[src/rtl/demux1to2_32bit_buf.sv]
// Buffered 1-to-2 word demultiplexer: a valid/ready input is steered by ctrl into one
// of two first-word-fall-through FIFOs, and each FIFO drains through its own handshake.
module demux1to2_32bit_buf #(
    parameter  int WIDTH = 32,
    parameter  int DEPTH = 2,
    localparam int CW    = $clog2(DEPTH) + 1
) (
    input  logic             clk,
    input  logic             reset,
    input  logic             in_valid,
    output logic             in_ready,
    input  logic             ctrl,
    input  logic [WIDTH-1:0] in_data,
    output logic             out1_valid,
    input  logic             out1_ready,
    output logic [WIDTH-1:0] out1_data,
    output logic             out2_valid,
    input  logic             out2_ready,
    output logic [WIDTH-1:0] out2_data,
    output logic [CW-1:0]    occ1,
    output logic [CW-1:0]    occ2
);
    localparam int AW = $clog2(DEPTH);

    logic [1:0]       full;
    logic [1:0]       push;
    logic [1:0]       pop;
    logic [1:0]       out_ready_vec;
    logic [1:0]       out_valid_vec;
    logic [WIDTH-1:0] head      [2];
    logic [CW-1:0]    occ_vec   [2];

    assign out_ready_vec = {out2_ready, out1_ready};

    // Acceptance depends only on the pre-edge occupancy of the selected FIFO,
    // so a full FIFO never accepts a word even while it is being popped.
    assign in_ready = !reset && !(ctrl ? full[1] : full[0]);

    genvar gi;
    generate
        for (gi = 0; gi < 2; gi++) begin : g_fifo
            logic [WIDTH-1:0] mem [DEPTH];
            logic [AW-1:0]    wr_ptr_reg;
            logic [AW-1:0]    rd_ptr_reg;
            logic [CW-1:0]    cnt_reg;

            assign full[gi]          = (cnt_reg == CW'(DEPTH));
            assign out_valid_vec[gi] = (cnt_reg != '0);
            assign push[gi]          = in_valid && in_ready && (ctrl == 1'(gi));
            assign pop[gi]           = out_valid_vec[gi] && out_ready_vec[gi];

            // Storage is never cleared; emptiness is tracked by the counter alone.
            always_ff @(posedge clk) begin
                if (push[gi]) begin
                    mem[wr_ptr_reg] <= in_data;
                end
            end

            always_ff @(posedge clk) begin
                if (reset) begin
                    wr_ptr_reg <= '0;
                    rd_ptr_reg <= '0;
                    cnt_reg    <= '0;
                end else begin
                    if (push[gi]) begin
                        wr_ptr_reg <= wr_ptr_reg + AW'(1);
                    end
                    if (pop[gi]) begin
                        rd_ptr_reg <= rd_ptr_reg + AW'(1);
                    end
                    case ({push[gi], pop[gi]})
                        2'b10:   cnt_reg <= cnt_reg + CW'(1);
                        2'b01:   cnt_reg <= cnt_reg - CW'(1);
                        default: cnt_reg <= cnt_reg;
                    endcase
                end
            end

            // Head is forced to zero when empty so stale storage never leaks out.
            assign head[gi]    = out_valid_vec[gi] ? mem[rd_ptr_reg] : '0;
            assign occ_vec[gi] = cnt_reg;
        end
    endgenerate

    assign out1_valid = out_valid_vec[0];
    assign out2_valid = out_valid_vec[1];
    assign out1_data  = head[0];
    assign out2_data  = head[1];
    assign occ1       = occ_vec[0];
    assign occ2       = occ_vec[1];

endmodule

[config.mk]
export PLATFORM = sky130hd
export DESIGN_NAME = demux1to2_32bit_buf
export DESIGN_NICKNAME = d
export VERILOG_FILES = /design/src/rtl/demux1to2_32bit_buf.sv
export SDC_FILE = /design/constraint.sdc
export NUM_CORES = 1
export LEC_CHECK = 0
export CAP_MARGIN = 20
export CORE_MARGIN = 2
export CORE_UTILIZATION = 51
export CTS_BUF_LIST = sky130_fd_sc_hd__clkbuf_16
export DETAILED_ROUTE_END_ITERATION = 8
export PLACE_DENSITY = 0.85
export SLEW_MARGIN = 20
export SYNTH_ARGS = -nofsm -noshare
export SYNTH_HDL_FRONTEND = slang
export SYNTH_SLANG_ARGS = --single-unit
[constraint.sdc]
create_clock -name clk -period 2.8 [get_ports clk]
set_input_delay 0.56 -clock clk [delete_from_list [all_inputs] [get_ports clk]]
set_output_delay 0.56 -clock clk [all_outputs]
set_load 0.01 [all_outputs]
==> results of run 1 <==
-- through the flow --
stage	area [um^2]	utilization, %
floorplan	5270	-
global placement	6650	65.3
detailed placement	6650	65.3
CTS	7280	71.5
global route	7280	71.5
finish	7280	71.5
-- synth_stat cells --
library cell / number / area (um^2)
a21oi_1: 3 / 15.0
a311o_1: 2 / 20.0
buf_2: 9 / 45.0
buf_4: 5 / 37.5
clkbuf_1: 1 / 3.75
dfxtp_1: 10 / 200
edfxtp_1: 128 / 3840
ha_1: 2 / 25.0
inv_1: 7 / 26.3
mux2i_1: 64 / 641
nand2_1: 2 / 7.51
nand2b_1: 2 / 12.5
nand3_1: 2 / 10.0
nor2_1: 76 / 285
nor2b_1: 1 / 6.26
o21ai_0: 6 / 30.0
or3_1: 2 / 12.5
xnor2_1: 2 / 17.5
xor2_1: 4 / 35.0
-- worst min path at each step --
stage,startpoint,endpoint,slack (ps),depth (start not counted)
2_1_floorplan,g_fifo[1].wr_ptr_reg$_SDFFE_PP0P_,g_fifo[1].wr_ptr_reg$_SDFFE_PP0P_,450,1
3_3_place_gp,g_fifo[0].rd_ptr_reg$_SDFFE_PP0P_,g_fifo[0].rd_ptr_reg$_SDFFE_PP0P_,490,2
3_5_place_dp,g_fifo[0].rd_ptr_reg$_SDFFE_PP0P_,g_fifo[0].rd_ptr_reg$_SDFFE_PP0P_,490,2
4_1_cts,g_fifo[1].rd_ptr_reg$_SDFFE_PP0P_,g_fifo[1].rd_ptr_reg$_SDFFE_PP0P_,540,2
5_1_grt,g_fifo[1].rd_ptr_reg$_SDFFE_PP0P_,g_fifo[1].rd_ptr_reg$_SDFFE_PP0P_,570,2
6_report,g_fifo[1].rd_ptr_reg$_SDFFE_PP0P_,g_fifo[1].rd_ptr_reg$_SDFFE_PP0P_,530,2
-- cells by family (layout without fill, tap and decap cells) --
family / count (synthesis) / count (layout) / share of synthesized area (%)
buffers and inverters: 22 / 165 / 2.14
XOR/XNOR: 6 / 6 / 0.996
multiplexers: 64 / 64 / 12.1
adder cells (fa/ha/maj): 2 / 2 / 0.474
AO/OA/AOI/OAI: 11 / 11 / 1.23
AND/OR/NAND/NOR: 85 / 85 / 6.33
flip-flops: 138 / 138 / 76.7
-- worst reg2reg max path: cells and delay by family (launching register included) --
kind / cells / cell delay [ps]
flops: 1 / 490
simple gates: 3 / 410
buf+inv: 2 / 510
-- layer usage --
layer	vias up	part of all wire, %	wire length, um	GRT usage [%]
li1	1461	-	-	-
met1	1571	41	4760	26.8
met2	117	53	6180	37.6
met3	11	5.8	678	6.00
met4	0	1.2	136	7.99
met5	-	0	0	0
-- cell type report --
type	instances	area (um^2)
clock inverter	14	204
inverter	7	26.3
timing repair buffer	127	1250
sequential	138	4050
tap	136	170
fill	654	2900
multi-input combinational	168	1160
clock buffer	17	425
-- where the power goes --
part           leakage (nW)  total, mW  internal (mW)  switching (mW)
clock network         0.313       2.38           1.57           0.814
registers              1.25       2.41           2.33          0.0762
logic                 0.875       1.19          0.612           0.577
==> impl_metrics.toml, run 1 <==
[status]
status = "finished clean"

[route]
ant_nets = 0
firstDrtPassIters = 5
first_iter_violations = 185
routed_wl_um = 11800
drc = 0
via_count = 3160
vias_per_cell = 5.21
wire_per_inst_um = 19.4

[setup_path]
crit_path_end_kind = "primary output"
max_stage_delay_ps = 600
startpoint_type = "flip-flop"
arrival_ps = 2070
critPathBufInv = 2
crit_path_top_delay_cell = "dfxtp_2"
reg2reg_slack_ps = 1040
cp.depth = 4
cp_cell_sequence = "buf_12 > mux2i_1 > nor2_1 > clkdlybuf4s50_1"
r2r_start = "occ1[0]$_SDFFE_PP0P_"
timing.rr.end = "g_fifo[0].mem[1][13]$_DFFE_PP_"
criticalPathCategory = "flip-flop to primary output"
required_ps = 2240
crit_end = "out2_data[6]"
cpLargestDelayFamily = "buffers and inverters"
crit_fanout = 15
reg2reg_depth = 5

[timing]
relSlewSlack_pct = 70.6
setup-violations-final = 0
fin_crit_sh_pct = 93.8
whs_ps = 530
worst_pin_slew_ps = 441
rsz0062_at_grt = "false"
slew_violations = 0
finClkSkew_ps = 6.14
tns_ps = 0
hold_viol_final = 0
period_needed_ps = 2630
fin_ws_ps = 175
fmax_ghz = 0.381

[die]
die_area_um2 = 11200
core_um2 = 10200
start_util_pct = 51.8
rows = 37
die_w_um = 106
fp.dieH_um = 106
num_io_pins = 109

[yosys]
syn_avg_cell_area_um2 = 16.1
syn-num-nets = 368
ys_warn_count = 0
syn_inst = 328
yosysSeqAreaShare_pct = 76.7
synth-seq-cells = 138
synth_area_um2 = 5270
ys_types = 19

[finish]
largest_register = "g_fifo.mem"
layout_common_cells = "edfxtp_1 (128), clkdlybuf4s50_1 (108), nor2_1 (70), mux2i_1 (64)"
fin_nets = 499
largest_reg_flops = 128
antenna_cells = 0
final_common_cell = "edfxtp_1"
drive_gt1_share_pct = 11.3
area_growth_pct = 38.1
finalNonFillerCells = 607

[clock_tree]
cts_tree = "yes"
root_buffer = "clkbuf_16"
hold_buffers = 0
cts_buffer_depth = 2
cts.clk_slew.worst_paths_ps = 60
htree_levels = 4
post_cts_buffers = 0
cts_sinks = 138
worstSkewPairLatency_ps = 410
cts_made_buffers = 17
cts-resized-gates = 0

[global_routing]
grt_util_all_layers_pct = 22.0
grt.overflow.total = 0
antenna_found_initial = 0
grt_pass1_vias = 3308
grt_start_max_net_pins = 23
grt_first_pass_wirelength_um = 18000

[min_path]
min_path_type = "flip-flop to flip-flop"

[pwr]
total_power_mw = 5.98
ir_worst_vdd_mv = 0.535
leakage_nw = 2.43
power.density_nw_per_um2 = 821

[placement]
port_buffers = 108
dp_hpwl_um = 7330
dp_cells = 576
post-place-ws_ps = 351
place.gp.congestion = 0.814

[flow_run]
drv_cap = 0
Power figures use the tool's default switching activity.
==> inputs of run 2 (changes only) <==
- CORE_UTILIZATION: 51 -> 50
- PLACE_DENSITY: 0.85 -> 0.83
- TNS_END_PERCENT: unset -> 30
==> impl_metrics.toml, run 2 (synthesized netlist as in run 1, its figures left out) <==
[clock_tree]
cts.clk_slew.worst_paths_ps = 60
cts_sinks = 138
worstSkewPairLatency_ps = 400
post_cts_buffers = 0
htree_levels = 4
cts_tree = "yes"
cts_buffer_depth = 2
cts_made_buffers = 17
root_buffer = "clkbuf_16"

[route]
vias_per_cell = 5.16
via_count = 3124
first_iter_violations = 195
wire_per_inst_um = 18.2
drc = 0
ant_nets = 0
firstDrtPassIters = 4
routed_wl_um = 11000

[die]
die_area_um2 = 11400
rows = 37
core_um2 = 10300
fp.dieH_um = 107
die_w_um = 107
num_io_pins = 109
start_util_pct = 51.3

[timing]
whs_ps = 506
fmax_ghz = 0.364
slew_violations = 0
worst_pin_slew_ps = 836
hold_viol_final = 0
fin_crit_sh_pct = 98.0
tns_ps = 0
fin_ws_ps = 56.3
relSlewSlack_pct = 44.1
finClkSkew_ps = 5.61
period_needed_ps = 2740
rsz0062_at_grt = "true"
setup-violations-final = 0

[setup_path]
startpoint_type = "flip-flop"
crit_fanout = 33
required_ps = 2240
reg2reg_slack_ps = 1000
criticalPathCategory = "flip-flop to primary output"
timing.rr.end = "g_fifo[0].mem[1][14]$_DFFE_PP_"
r2r_start = "occ1[0]$_SDFFE_PP0P_"
crit_path_end_kind = "primary output"
arrival_ps = 2180
reg2reg_depth = 5

[global_routing]
grt_start_max_net_pins = 34
grt_pass1_vias = 3260
grt.overflow.total = 0
grt_first_pass_wirelength_um = 17000
grt_util_all_layers_pct = 20.3
antenna_found_initial = 0

[finish]
fillCellCount = 675
final_common_cell = "edfxtp_1"
regArea_um2 = 4050
drive_gt1_share_pct = 11.7
layout_common_cells = "edfxtp_1 (128), clkdlybuf4s50_1 (86), nor2_1 (70), mux2i_1 (64), dlymetal6s2s_1 (22)"
largest_reg_flops = 128
fin_nets = 496
area_growth_pct = 38.9
largest_register = "g_fifo.mem"
finalNonFillerCells = 605
antenna_cells = 0
multi_input_area_um2 = 1160

[placement]
place.gp.congestion = 0.742
dp_hpwl_um = 6890
port_buffers = 108
dp_cells = 573
post-place-ws_ps = 374

[min_path]
min_path_cells = 2
min_from = "g_fifo[1].rd_ptr_reg$_SDFFE_PP0P_"
hold_end = "g_fifo[1].rd_ptr_reg$_SDFFE_PP0P_"
min_path_type = "flip-flop to flip-flop"

[flow_run]
drv_cap = 0

[pwr]
leakage_nw = 2.78
power.density_nw_per_um2 = 801
ir_worst_vdd_mv = 0.541

[status]
status = "finished clean"
-- run 2: cell types whose count changed in the layout (fill, tap and decap cells not counted), sizes merged --
| cell | change |
|---|---|
| inv | -2 |
| clkinvlp | +5 |
| buf | -3 |
| clkdlybuf4s50 | -22 |
| bufinv | -1 |
| clkinv | -1 |
| dlymetal6s2s | +22 |
-- run 2: routing by layer --
layer	vias to the layer above	GRT usage [%]	share of wire [%]
li1	1457	-	-
met1	1532	25.2	40
met2	129	34.8	51
met3	6	5.35	7.5
met4	0	6.59	0.59
met5	-	0	0
-- run 2: worst max-delay path, cell delays in order (launching register included) --
cell	delay (ps)
dfxtp_1	380
nor2_4	680
nor2_1	180
clkdlybuf4s50_1	540
-- run 2: power breakdown --
group          internal [mW]  total [mW]  switching, mW
logic                  0.589        1.16          0.570
registers               2.33        2.39         0.0581
clock network           1.49        2.32          0.831
total                   4.41        5.87           1.46
-- run 2: area by class of cell --
cell class	instances	share of cell area, %
clock buffers	17	5.81
clock inverters	15	2.75
inverters	7	0.359
multi-input cells	168	15.9
flip-flops and latches	138	55.2
well taps	136	2.32
repair buffers	124	17.7
-- run 2: timing repair --
item	CTS	global route
hold buffers	0	0
endpoints found under the setup margin	0	23
resized for setup	0	22
hold endpoints to repair	0	0
-- run 2: stage by stage --
stage / util, % / power [mW] / area (um^2)
2_1_floorplan: - / 2.98 / 5270
3_3_place_gp: 64.6 / 3.58 / 6640
3_5_place_dp: 64.6 / 3.61 / 6640
4_1_cts: 70.7 / 5.94 / 7270
5_1_grt: 71.3 / 6.08 / 7330
6_report: 71.3 / 5.87 / 7330
-- run 2: worst max path at each step --
stage	cells past startpoint	end	start	slack, ps
floorplan	3	g_fifo[0].mem[0][0]$_DFFE_PP_	in_valid	160
global placement	5	in_ready	ctrl	380
detailed placement	5	in_ready	ctrl	370
CTS	3	out2_data[1]	occ2[0]$_SDFFE_PP0P_	10
global route	3	out2_data[1]	occ2[1]$_SDFFE_PP0P_	-100
finish	3	out2_data[1]	occ2[1]$_SDFFE_PP0P_	60
==> inputs of run 3 (changes only) <==
- clock period: 2.8 -> 3 ns (I/O delays scaled with it)
==> impl_metrics.toml, run 3 (synthesized netlist as in run 1, its figures left out) <==
[setup_path]
reg2reg_slack_ps = 1040
crit_fanout = 18
required_ps = 2400
crit_path_start = "occ2[1]$_SDFFE_PP0P_"
r2r_start = "occ2[0]$_SDFFE_PP0P_"
arrival_ps = 2120
crit_path_end_kind = "primary output"
reg2reg_depth = 5
startpoint_type = "flip-flop"
timing.rr.end = "occ2[1]$_SDFFE_PP0P_"
criticalPathCategory = "flip-flop to primary output"

[clock_tree]
cts_tree = "yes"
root_buffer = "clkbuf_16"
cts-resized-gates = 0
post_cts_buffers = 0
cts_made_buffers = 17
cts_buffer_depth = 2
worstSkewPairLatency_ps = 400
hold_buffers = 0
cts.clk_slew.worst_paths_ps = 60
htree_levels = 4
cts_sinks = 138

[placement]
port_buffers = 108
dpl_cell_area_um2 = 6610
place.gp.congestion = 0.764
dp_hpwl_um = 6800
dp_cells = 570
post-place-ws_ps = 414

[finish]
largest_reg_flops = 128
finalNonFillerCells = 602
final_common_cell = "edfxtp_1"
area_growth_pct = 36.3
largest_register = "g_fifo.mem"
antenna_cells = 0
fin_nets = 493
drive_gt1_share_pct = 11.4
design_area_um2 = 7190
layout_common_cells = "edfxtp_1 (128), clkdlybuf4s50_1 (108), nor2_1 (70), mux2i_1 (64), clkbuf_16 (17)"

[route]
wl_met2_um = 5420
wl_met1_um = 4450
wire_per_inst_um = 17.6
ant_nets = 0
wl_met3_um = 686
vias_per_cell = 5.09
drc = 0
via_count = 3066
first_iter_violations = 157
firstDrtPassIters = 4
routed_wl_um = 10600
dr.max_layer_used = "met4"

[global_routing]
grt_util_all_layers_pct = 19.7
grt.overflow.total = 0
antenna_found_initial = 0
grt_start_max_net_pins = 34
grt_first_pass_wirelength_um = 16700
grt_pass1_vias = 3219

[die]
die_w_um = 107
start_util_pct = 51.3
core_um2 = 10300
fp.dieH_um = 107
num_io_pins = 109
die_area_um2 = 11400
rows = 37

[timing]
tns_ps = 0
period_needed_ps = 2720
fmax_ghz = 0.368
finClkSkew_ps = 8.91
hold_viol_final = 0
rsz0062_at_grt = "false"
fin_ws_ps = 280
worst_pin_slew_ps = 446
slew_violations = 0
fin_crit_sh_pct = 90.7
relSlewSlack_pct = 70.2
setup-violations-final = 0
whs_ps = 526

[min_path]
min_path_type = "flip-flop to flip-flop"
hold_end = "g_fifo[0].wr_ptr_reg$_SDFFE_PP0P_"
min_from = "g_fifo[0].wr_ptr_reg$_SDFFE_PP0P_"
min_path_cells = 1

[flow_run]
drv_cap = 0

[status]
status = "finished clean"

[pwr]
leakage_nw = 2.36
ir_worst_vdd_mv = 0.470
power.density_nw_per_um2 = 739
## run 3: cell types whose count changed in the layout (fill, tap and decap cells not counted), moves of 2 or more
cell,before,now
inv_6,1,7
dlymetal6s2s_1,22,0
buf_4,13,11
inv_8,0,2
clkinv_4,3,1
bufinv_16,4,1
clkdlybuf4s50_1,86,108
## run 3: critical path: stages, from the launching register on
cell             delay (ps)
dfxtp_1                 380
nor2_4                  410
buf_4                   330
nor2_1                  110
clkdlybuf4s50_1         480
## run 3: final cells by class
| class | count | area, um^2 |
|---|---|---|
| Clock buffer | 17 | 425 |
| Clock inverter | 15 | 153 |
| Fill cell | 679 | 3090 |
| Inverter | 7 | 26.3 |
| Multi-Input combinational cell | 168 | 1160 |
| Sequential cell | 138 | 4050 |
| Tap cell | 136 | 170 |
| Timing Repair Buffer | 121 | 1200 |
## run 3: report_power, final
group          internal [mW]  switching, mW
clock network           1.17          0.825
logic                  0.553          0.531
registers               2.18         0.0557
## run 3: worst max path at each step
| stage | endpoint | depth (start not counted) |
|---|---|---|
| after detailed placement | occ2[1]$_SDFFE_PP0P_ | 6 |
| after floorplan | g_fifo[0].mem[0][0]$_DFFE_PP_ | 3 |
| after global routing | out2_data[25] | 4 |
| after global placement | in_ready | 5 |
| final | out2_data[18] | 4 |
| after CTS | out2_data[0] | 4 |
## run 3: layer usage
layer	vias to the layer above	global-route usage, %
li1	1450	-
met1	1481	24.6
met2	129	33.0
met3	6	6.08
met4	0	6.31
met5	-	0
## run 3: through the flow
step	total power [mW]	utilization [%]
final	5.31	69.9
after global routing	5.52	69.9
after CTS	5.35	69.9
after detailed placement	3.36	64.3
after global placement	3.33	64.3
after floorplan	2.78	-
